--- src/rtl/hwpe_ctrl_regfile_reader_pkg.sv ---
// Shared definitions for the HWPE control register-file reader.
// Holds the reader FSM state encoding and the depth of the output buffer
// that absorbs the register file's one-cycle read latency.
package hwpe_ctrl_package;

    // Reader sequencer states
    typedef enum logic [1:0] {
        IDLE = 2'd0,
        RUN  = 2'd1,
        DONE = 2'd2
    } regfile_reader_state_t;

    // Output buffer depth: one word being presented plus one word returning
    // from the register file is all that sustained 1 word/cycle needs.
    localparam int unsigned REGFILE_READER_DEPTH = 2;

endpackage

--- src/rtl/hwpe_ctrl_regfile_reader_fifo2.sv ---
// Two-entry FIFO holding {addr, data, last} words on their way out of the
// register-file reader.
// Ports:
//   clk_i, rst_i, clear_i    clock, synchronous reset and soft clear (both flush)
//   push_i, push_*_i         write one entry
//   pop_i                    remove the head entry (caller gates with valid_o)
//   valid_o                  FIFO not empty
//   addr_o/data_o/last_o     head entry, held until popped
//   occ_o                    current occupancy, 0..2
module hwpe_ctrl_reader_fifo2
    import hwpe_ctrl_package::*;
#(
    parameter int unsigned ADDR_WIDTH = 5,
    parameter int unsigned DATA_WIDTH = 32
) (
    input  logic                  clk_i,
    input  logic                  rst_i,
    input  logic                  clear_i,
    input  logic                  push_i,
    input  logic [ADDR_WIDTH-1:0] push_addr_i,
    input  logic [DATA_WIDTH-1:0] push_data_i,
    input  logic                  push_last_i,
    input  logic                  pop_i,
    output logic                  valid_o,
    output logic [ADDR_WIDTH-1:0] addr_o,
    output logic [DATA_WIDTH-1:0] data_o,
    output logic                  last_o,
    output logic [1:0]            occ_o
);

    localparam int unsigned EntryWidth = ADDR_WIDTH + DATA_WIDTH + 1;

    logic [EntryWidth-1:0] mem_q [REGFILE_READER_DEPTH];
    logic                  rd_ptr_q;
    logic                  wr_ptr_q;
    logic [1:0]            occ_q;

    // Storage is cleared on flush as well so the head outputs read as zero
    // out of reset rather than exposing stale words.
    always_ff @(posedge clk_i) begin
        if (rst_i || clear_i) begin
            mem_q[0] <= '0;
            mem_q[1] <= '0;
            rd_ptr_q <= 1'b0;
            wr_ptr_q <= 1'b0;
            occ_q    <= 2'd0;
        end else begin
            if (push_i) begin
                mem_q[wr_ptr_q] <= {push_addr_i, push_data_i, push_last_i};
                wr_ptr_q        <= ~wr_ptr_q;
            end
            if (pop_i) begin
                rd_ptr_q <= ~rd_ptr_q;
            end
            occ_q <= occ_q + {1'b0, push_i} - {1'b0, pop_i};
        end
    end

    assign {addr_o, data_o, last_o} = mem_q[rd_ptr_q];
    assign valid_o                  = (occ_q != 2'd0);
    assign occ_o                    = occ_q;

endmodule

--- src/rtl/hwpe_ctrl_regfile_reader.sv ---
// Read-side sequencer for the HWPE control register file. On start it walks a
// window of count words from base_addr (wrapping modulo 2^ADDR_WIDTH) and
// streams them out on a valid/ready interface with their source address.
// Ports:
//   clk_i, rst_i, clear_i    clock, synchronous reset, synchronous soft clear
//   start_i, base_addr_i,
//   count_i                  job command, sampled only while idle
//   busy_o, done_o           job status; done_o pulses once per job
//   rf_ren_o, rf_raddr_o     register-file read port (combinational)
//   rf_rdata_i               read data, valid the cycle after rf_ren_o
//   out_valid_o/out_ready_i  output handshake
//   out_data_o, out_addr_o,
//   out_last_o               output word, source address, end-of-window flag
module hwpe_ctrl_regfile_reader
    import hwpe_ctrl_package::*;
#(
    parameter int unsigned ADDR_WIDTH = 5,
    parameter int unsigned DATA_WIDTH = 32
) (
    input  logic                  clk_i,
    input  logic                  rst_i,
    input  logic                  clear_i,
    input  logic                  start_i,
    input  logic [ADDR_WIDTH-1:0] base_addr_i,
    input  logic [ADDR_WIDTH:0]   count_i,
    output logic                  busy_o,
    output logic                  done_o,
    output logic                  rf_ren_o,
    output logic [ADDR_WIDTH-1:0] rf_raddr_o,
    input  logic [DATA_WIDTH-1:0] rf_rdata_i,
    output logic                  out_valid_o,
    input  logic                  out_ready_i,
    output logic [DATA_WIDTH-1:0] out_data_o,
    output logic [ADDR_WIDTH-1:0] out_addr_o,
    output logic                  out_last_o
);

    localparam logic [ADDR_WIDTH:0] CntOne = {{ADDR_WIDTH{1'b0}}, 1'b1};
    localparam logic [2:0]          Depth  = 3'(REGFILE_READER_DEPTH);

    regfile_reader_state_t  state_q;
    logic [ADDR_WIDTH-1:0]  base_q;
    logic [ADDR_WIDTH:0]    count_q;
    logic [ADDR_WIDTH:0]    issued_q, issued_d;
    logic [ADDR_WIDTH:0]    sent_q, sent_d;
    logic                   inflight_q;
    logic [ADDR_WIDTH-1:0]  inflight_addr_q;
    logic                   inflight_last_q;
    logic                   busy_q;
    logic                   done_q;

    logic                   pop;
    logic                   issue;
    logic                   issue_last;
    logic [2:0]             credit_used;
    logic [1:0]             fifo_occ;

    assign pop = out_valid_o && out_ready_i;

    // A read may only be issued if the buffer will have room for it when its
    // data returns next cycle. Counting the word already in flight and
    // crediting this cycle's pop keeps occupancy at or below the depth while
    // still allowing one issue per cycle when the consumer keeps up.
    assign credit_used = {1'b0, fifo_occ} + {2'b00, inflight_q} - {2'b00, pop};
    assign issue       = (state_q == RUN) && (issued_q < count_q) && (credit_used < Depth);
    assign issue_last  = (issued_q == count_q - CntOne);
    assign issued_d    = issued_q + CntOne;
    assign sent_d      = sent_q + CntOne;

    // The register file clears its address register when ReadEnable is low,
    // so the address is forced to zero whenever no read is issued.
    assign rf_ren_o   = issue;
    assign rf_raddr_o = issue ? (base_q + issued_q[ADDR_WIDTH-1:0]) : '0;

    // Sequencer FSM with registered busy/done. The in-flight tracker records
    // each issued read so the returning data can be paired with its address
    // and last flag when it is pushed into the buffer.
    always_ff @(posedge clk_i) begin
        if (rst_i || clear_i) begin
            state_q         <= IDLE;
            base_q          <= '0;
            count_q         <= '0;
            issued_q        <= '0;
            sent_q          <= '0;
            inflight_q      <= 1'b0;
            inflight_addr_q <= '0;
            inflight_last_q <= 1'b0;
            busy_q          <= 1'b0;
            done_q          <= 1'b0;
        end else begin
            inflight_q      <= issue;
            inflight_addr_q <= rf_raddr_o;
            inflight_last_q <= issue_last;
            done_q          <= 1'b0;
            case (state_q)
                IDLE: begin
                    if (start_i) begin
                        busy_q <= 1'b1;
                        if (count_i != '0) begin
                            base_q   <= base_addr_i;
                            count_q  <= count_i;
                            issued_q <= '0;
                            sent_q   <= '0;
                            state_q  <= RUN;
                        end else begin
                            done_q  <= 1'b1;
                            state_q <= DONE;
                        end
                    end
                end
                RUN: begin
                    if (issue) begin
                        issued_q <= issued_d;
                    end
                    if (pop) begin
                        sent_q <= sent_d;
                        if (sent_q == count_q - CntOne) begin
                            done_q  <= 1'b1;
                            state_q <= DONE;
                        end
                    end
                end
                DONE: begin
                    busy_q  <= 1'b0;
                    state_q <= IDLE;
                end
                default: begin
                    busy_q  <= 1'b0;
                    state_q <= IDLE;
                end
            endcase
        end
    end

    hwpe_ctrl_reader_fifo2 #(
        .ADDR_WIDTH (ADDR_WIDTH),
        .DATA_WIDTH (DATA_WIDTH)
    ) u_fifo (
        .clk_i       (clk_i),
        .rst_i       (rst_i),
        .clear_i     (clear_i),
        .push_i      (inflight_q),
        .push_addr_i (inflight_addr_q),
        .push_data_i (rf_rdata_i),
        .push_last_i (inflight_last_q),
        .pop_i       (pop),
        .valid_o     (out_valid_o),
        .addr_o      (out_addr_o),
        .data_o      (out_data_o),
        .last_o      (out_last_o),
        .occ_o       (fifo_occ)
    );

    assign busy_o = busy_q;
    assign done_o = done_q;

endmodule

--- config.mk ---
export PLATFORM = sky130hd
export DESIGN_NAME = hwpe_ctrl_regfile_reader
export DESIGN_NICKNAME = d
export VERILOG_FILES = /design/src/rtl/hwpe_ctrl_regfile_reader_pkg.sv /design/src/rtl/hwpe_ctrl_regfile_reader_fifo2.sv /design/src/rtl/hwpe_ctrl_regfile_reader.sv
export SDC_FILE = /design/constraint.sdc
export NUM_CORES = 1
export LEC_CHECK = 0
export BUFFER_PORTS_ARGS = -buffer_cell sky130_fd_sc_hd__buf_2
export CAP_MARGIN = 20
export CELL_PAD_IN_SITES_DETAIL_PLACEMENT = 1
export CELL_PAD_IN_SITES_GLOBAL_PLACEMENT = 1
export CORE_ASPECT_RATIO = 0.9
export CORE_MARGIN = 8
export CORE_UTILIZATION = 40
export DETAILED_ROUTE_END_ITERATION = 16
export GPL_ROUTABILITY_DRIVEN = 0
export HOLD_SLACK_MARGIN = 0.08
export PLACE_DENSITY_LB_ADDON = 0.1
export SKIP_CTS_REPAIR_TIMING = 1
export SLEW_MARGIN = 5
export SYNTH_ARGS = -nofsm -noshare
export SYNTH_HDL_FRONTEND = slang
export SYNTH_SLANG_ARGS = --single-unit
--- constraint.sdc ---
create_clock -name clk_i -period 3.9 [get_ports clk_i]
set_clock_uncertainty 0.2 [all_clocks]
set_input_delay 0.195 -clock clk_i [delete_from_list [all_inputs] [get_ports clk_i]]
set_output_delay 0.195 -clock clk_i [all_outputs]
set_load 0.1 [all_outputs]
==> out/metrics.cfg, run 1 <==
[outcome]
status=complete, no violations

[route]
drt_wl_total_um=13200
vias_per_cell=4.96
first_pass_iters=4
post_drt_wl_per_cell_um=17.0
vias=3850
drtIter0Drc=176
drc_errors=0
postRouteAntennaNets=0

[sta]
hold_viol=0
rsz0062_at_grt=false
period_minus_slack_ns=3.57
slew_headroom_pct=34.2
max_freq_ghz=0.280
finalCritPeriodShare_pct=91.5
tns_ns=0
maxSlewViolCount=0
setup-violations-final=0
layout_setup_ws_ns=0.333
tightestPinTransition_ns=0.987
holdWs_ns=0.0722

[setup_path]
critPathRequiredTime_ns=3.50
ff2ff_setup_slack_ns=1.07
end_kind=primary output
start_kind=flip-flop
crit_slowest_cell=dfxtp_1
critPathMaxFanout=8
cp_top_family=buffers and inverters
cp.depth=11
slowest_delay_ns=0.43
arrival_ns=3.17
path_cells=nand2_1 > mux2i_1 > ha_1 > inv_1 > fa_1 > xnor2_1 > nand4b_2 > a21oi_2 > nand2_1 > inv_1 > clkbuf_4
rr_worst_depth=11
critical_path_buf_inv_count=3
crit_type=reg -> out

[yosys]
ys_top_cells_by_area=edfxtp_1 (42%), dfxtp_1 (14%), and2_1 (8.9%)
synth-xor-area-share_pct=4.70
synth_cells=450
synth_seq_cells=115
syn_area_per_cell_um2=12.1
muxShareOfSynthArea_pct=8.26
synthFlopType=edfxtp_1
synth_compound_area_share_pct=6.01
syn_area_um2=5440
yosysMostFrequentCell=and2_1
yosys.area_share.simple_pct=18.1
synth_top_family_by_area=simple AND/OR/NAND/NOR gates
synth_edf_count=76
synth_common_cells=and2_1 (77), edfxtp_1 (76), dfxtp_1 (39), mux2_2 (39), nand2_1 (25)
synth_fa_ha_area_share_pct=3.96
ys_seq_area_share_pct=56.4
yosysWarnings=0
yosys.area.top_type=edfxtp_1
async_reset_ff_share_pct=0
synth.distinct_cells=51
yosysTopAreaCellShare_pct=42.0
syn_nets=514

[floorplanning]
die_w_um=139
core_area_um2=13300
die_area_um2=17600
die_h_um=127
ios=95
start_util_pct=40.8
rows=40

[cells_and_area]
nFillCells=1431
area_growth_pct=30.5
drive_above_1_share_pct=30.0
nNetsFinal=658
utilization_pct=53.3

[clock_network]
cts_buffer_depth=2
root_buffer=clkbuf_16
cts_made_buffers=17
cts_sinks=115
cts.htree.levels=4
cts_tree=yes
clkLatencyLatePin_ns=0.41
clk_pin_slew_ns=0.05

[hold_path]
min_path_type=in -> reg
worstHoldPathCells=5

[global_routing]
grt_pass1_wl_um=21000
overflow=0
antenna_found_initial=0
grt_usage_pct=15.2
grt_pass1_vias=4125
grt_max_degree=39

[power]
p_leak_nw=2.98
p_per_area_nw_per_um2=436
ir_drop_uv=320

[flow_run]
drv_cap=0

[placement]
io_buffers=94
dp_hpwl_um=8750
dp_slack_ns=0.608

==> cells by family (layout without fill, tap and decap cells) <==
kind of cell,count (synthesis),in the layout
adders and majority gates,16,16
muxes,40,40
AOI/OAI and AO/OA,48,48
buffers and inverters,33,190
and+or+nand+nor,172,172
xor gates and xnor gates,26,26
DFF,115,115
other,0,1
==> report_power, final <==
part	switching [mW]	leakage [nW]	internal (mW)
logic	0.240	1.57	0.107
registers	0.0153	1.16	1.34
clock network	0.509	0.254	0.883
==> layout by cell type (no fill, tap or decap), types with 3 or more instances in the layout <==
cell type | Yosys | layout
inv_1 | 12 | 12
clkbuf_1 | 16 | 7
nand2_1 | 25 | 25
a21o_1 | 4 | 4
a31oi_1 | 5 | 5
dlygate4sd3_1 | 0 | 46
and2_1 | 77 | 77
clkbuf_16 | 0 | 17
clkinv_2 | 0 | 3
mux2_2 | 39 | 39
nand3_1 | 11 | 11
a211oi_1 | 3 | 3
xor2_1 | 4 | 4
nor3_1 | 9 | 8
buf_4 | 0 | 5
and3_1 | 8 | 8
a21oi_1 | 16 | 16
ha_1 | 14 | 14
dfxtp_1 | 39 | 38
buf_2 | 2 | 92
xnor2_1 | 20 | 20
nor2_1 | 24 | 24
edfxtp_1 | 76 | 76
==> tightest hold or removal path, delay by kind of cell <==
kind | cells | cell delay, ns
AO/OA/AOI/OAI | 1 | 0.06
buffers and inverters | 2 | 0.26
AND/OR/NAND/NOR | 2 | 0.10
==> metal layers <==
metal	GRT usage (%)	share of wire, %	vias to the layer above
met1	16.9	43	1882
met3	5.44	5.3	15
met4	5.09	0.90	0
met2	26.5	51	75
met5	0	0	-
li1	-	-	1878
==> registers in the layout (all words and copies together), names as in the netlist, named ones only <==
signal           cells
u_fifo.rd_ptr_q      1
state_q              2
busy_o               1
u_fifo.wr_ptr_q      1
inflight_addr_q      5
base_q               5
inflight_q           1
sent_q               6
u_fifo.mem_q        76
issued_q             6
done_o               1
count_q              6
inflight_last_q      1
u_fifo.occ_o         2
==> through the flow <==
stage	total power, mW	area [µm²]	instances
2_1_floorplan	1.61	5440	450
3_3_place_gp	1.68	6080	696
3_5_place_dp	1.69	6080	696
4_1_cts	3.09	6600	728
5_1_grt	3.19	7090	775
6_report	3.09	7090	776
==> cell type report <==
type	instances	area, µm²	area share [%]
well taps	168	210	2.96
multi-input cells	302	2250	31.7
flip-flops and latches	115	3060	43.2
clock buffers	25	465	6.56
repair buffers	146	993	14.0
clock inverters	7	60.1	0.847
inverters	12	45.0	0.635
diodes	1	2.50	0.0353
==> worst paths after layout <==
path,from,to
setup / recovery,u_fifo.occ_o[1]$_SDFF_PP0_,rf_ren_o
hold / removal,rst_i,sent_q[1]$_SDFFE_PP0P_
setup reg to reg,u_fifo.occ_o[1]$_SDFF_PP0_,issued_q[2]$_SDFFE_PP0P_
hold reg to reg,base_q[4]$_SDFFE_PP0P_,base_q[4]$_SDFFE_PP0P_
Note: power is estimated with default switching activity, not from simulation.
==> inputs of run 2 (changes only) <==
GPL_TIMING_DRIVEN = 0   (was unset)
==> out/metrics.cfg, run 2 (synthesized netlist as in run 1, its figures left out) <==
[cells_and_area]
multiInputGateArea_um2=2240  ; was 2250 µm²
n_antenna_cell=0  ; was 1
mostFrequentLayoutCell=buf_2  ; unchanged
largest_reg_flops=76  ; unchanged
nFillCells=1396  ; was 1431
area_growth_pct=33.8  ; was 30.5%
final_cell_mix=buf_2 (95), and2_1 (77), edfxtp_1 (76)  ; was buf_2 (92), and2_1 (77), edfxtp_1 (76)
drive_above_1_share_pct=29.9  ; was 30.0%
regArea_um2=3060  ; about the same
largest_register=u_fifo.mem_q  ; unchanged
nNetsFinal=677  ; was 658
utilization_pct=54.6  ; was 53.3%

[outcome]
status=complete, no violations  ; unchanged

[floorplanning]
start_util_pct=40.8  ; unchanged
die_w_um=139  ; unchanged
ios=95  ; unchanged
core_area_um2=13300  ; unchanged
die_area_um2=17600  ; unchanged
die_h_um=127  ; unchanged
rows=40  ; unchanged

[sta]
slew_headroom_pct=59.4  ; was 34.2%
max_freq_ghz=0.275  ; was 0.280 GHz
layout_setup_ws_ns=0.266  ; was 0.333 ns
tightestPinTransition_ns=0.604  ; was 0.987 ns
maxSlewViolCount=0  ; unchanged
rsz0062_at_grt=false  ; unchanged
period_minus_slack_ns=3.63  ; was 3.57 ns
finalCritPeriodShare_pct=93.2  ; was 91.5%
hold_viol=0  ; unchanged
setup-violations-final=0  ; unchanged

[setup_path]
ff2ff_setup_slack_ns=1.06  ; was 1.07 ns
critPathMaxFanout=8  ; unchanged
end_kind=primary output  ; unchanged
arrival_ns=3.24  ; was 3.17 ns
critPathRequiredTime_ns=3.50  ; about the same
crit_type=reg -> out  ; unchanged
start_kind=flip-flop  ; unchanged

[clock_network]
cts_buffer_depth=2  ; unchanged
cts_tree=yes  ; unchanged
cts.htree.levels=4  ; unchanged
cts_sinks=115  ; unchanged
clkLatencyLatePin_ns=0.41  ; about the same
root_buffer=clkbuf_16  ; unchanged
cts_made_buffers=17  ; unchanged
clk_pin_slew_ns=0.05  ; about the same

[placement]
dp_hpwl_um=9690  ; was 8750 µm
io_buffers=94  ; unchanged
dp_slack_ns=0.625  ; was 0.608 ns

[route]
vias=3945  ; was 3850
first_pass_iters=4  ; unchanged
drc_errors=0  ; unchanged
drt_wl_total_um=14200  ; was 13200 µm
postRouteAntennaNets=0  ; unchanged
drtIter0Drc=189  ; was 176
post_drt_wl_per_cell_um=17.8  ; was 17.0 µm
vias_per_cell=4.97  ; was 4.96

[global_routing]
grt_usage_pct=16.1  ; was 15.2%
grt_pass1_vias=4218  ; was 4125
grt_pass1_wl_um=22100  ; was 21000 µm
antenna_found_initial=0  ; unchanged
overflow=0  ; unchanged
grt_max_degree=25  ; was 39

[power]
p_leak_nw=3.06  ; was 2.98 nW
ir_drop_uv=257  ; was 320 µV
p_per_area_nw_per_um2=454  ; was 436 nW/µm²

[flow_run]
drv_cap=0  ; unchanged

[hold_path]
min_path_type=in -> reg  ; unchanged

-- run 2: cell types whose count changed in the layout (fill, tap and decap cells not counted), sizes merged --
cell / before / now
clkinvlp: 1 / 2
bufinv: 1 / 3
dlygate4sd3: 46 / 48
diode: 1 / 0
clkbuf: 27 / 39
buf: 98 / 100
-- run 2: layer usage --
layer	track usage [%]	vias to the layer above	wire, µm
met5	0	-	0
met4	5.42	0	136
met3	5.29	13	584
met2	28.0	70	7320
met1	18.2	1944	6120
li1	-	1918	-
-- run 2: path summary, 6_finish.rpt --
kind                              start                             to  cells after the start
min reg2reg      base_q[0]$_SDFFE_PP0P_         base_q[0]$_SDFFE_PP0P_                      2
min                         out_ready_i     u_fifo.occ_o[0]$_SDFF_PP0_                      4
max          u_fifo.occ_o[1]$_SDFF_PP0_                  rf_raddr_o[4]                     11
max reg2reg  u_fifo.occ_o[1]$_SDFF_PP0_  inflight_addr_q[0]$_SDFF_PP0_                     11
-- run 2: worst max-delay path, cell delays in order, from the launching register on --
cell and delay (ns):
dfxtp_1 0.44, nand2_1 0.10, mux2i_1 0.14, ha_1 0.16, inv_1 0.05, fa_1 0.38, xnor2_1 0.19, nand4b_2 0.15
a21oi_2 0.30, nand2_1 0.29, nor2_1 0.18, buf_2 0.45
-- run 2: stage by stage --
step | power, mW | cells | hold WS (ns) | TNS, ns | instance area, µm²
after floorplan | 1.61 | 450 | 0.131 | 0 | 5440
after global placement | 1.68 | 712 | 0.237 | -64.08 | 6120
after detailed placement | 1.70 | 714 | 0.252 | 0 | 6180
after CTS | 3.30 | 746 | -0.187 | 0 | 6790
after global routing | 3.42 | 794 | 0.111 | 0 | 7270
final | 3.31 | 794 | 0.101 | 0 | 7270
-- run 2: report_power, final --
group / switching, mW / internal [mW] / leakage (nW)
Sequential: 0.0147 / 1.34 / 1.16
Clock: 0.534 / 1.06 / 0.299
Combinational: 0.245 / 0.112 / 1.60
Total: 0.794 / 2.51 / 3.06
-- run 2: area by class of cell --
| type | instances | area share, % |
|---|---|---|
| multi-input cells | 302 | 30.9 |
| clock inverters | 10 | 1.77 |
| clock buffers | 22 | 6.66 |
| inverters | 12 | 0.619 |
| repair buffers | 144 | 13.8 |
| plain buffers | 21 | 1.32 |
| flip-flops and latches | 115 | 42.1 |
| well taps | 168 | 2.89 |
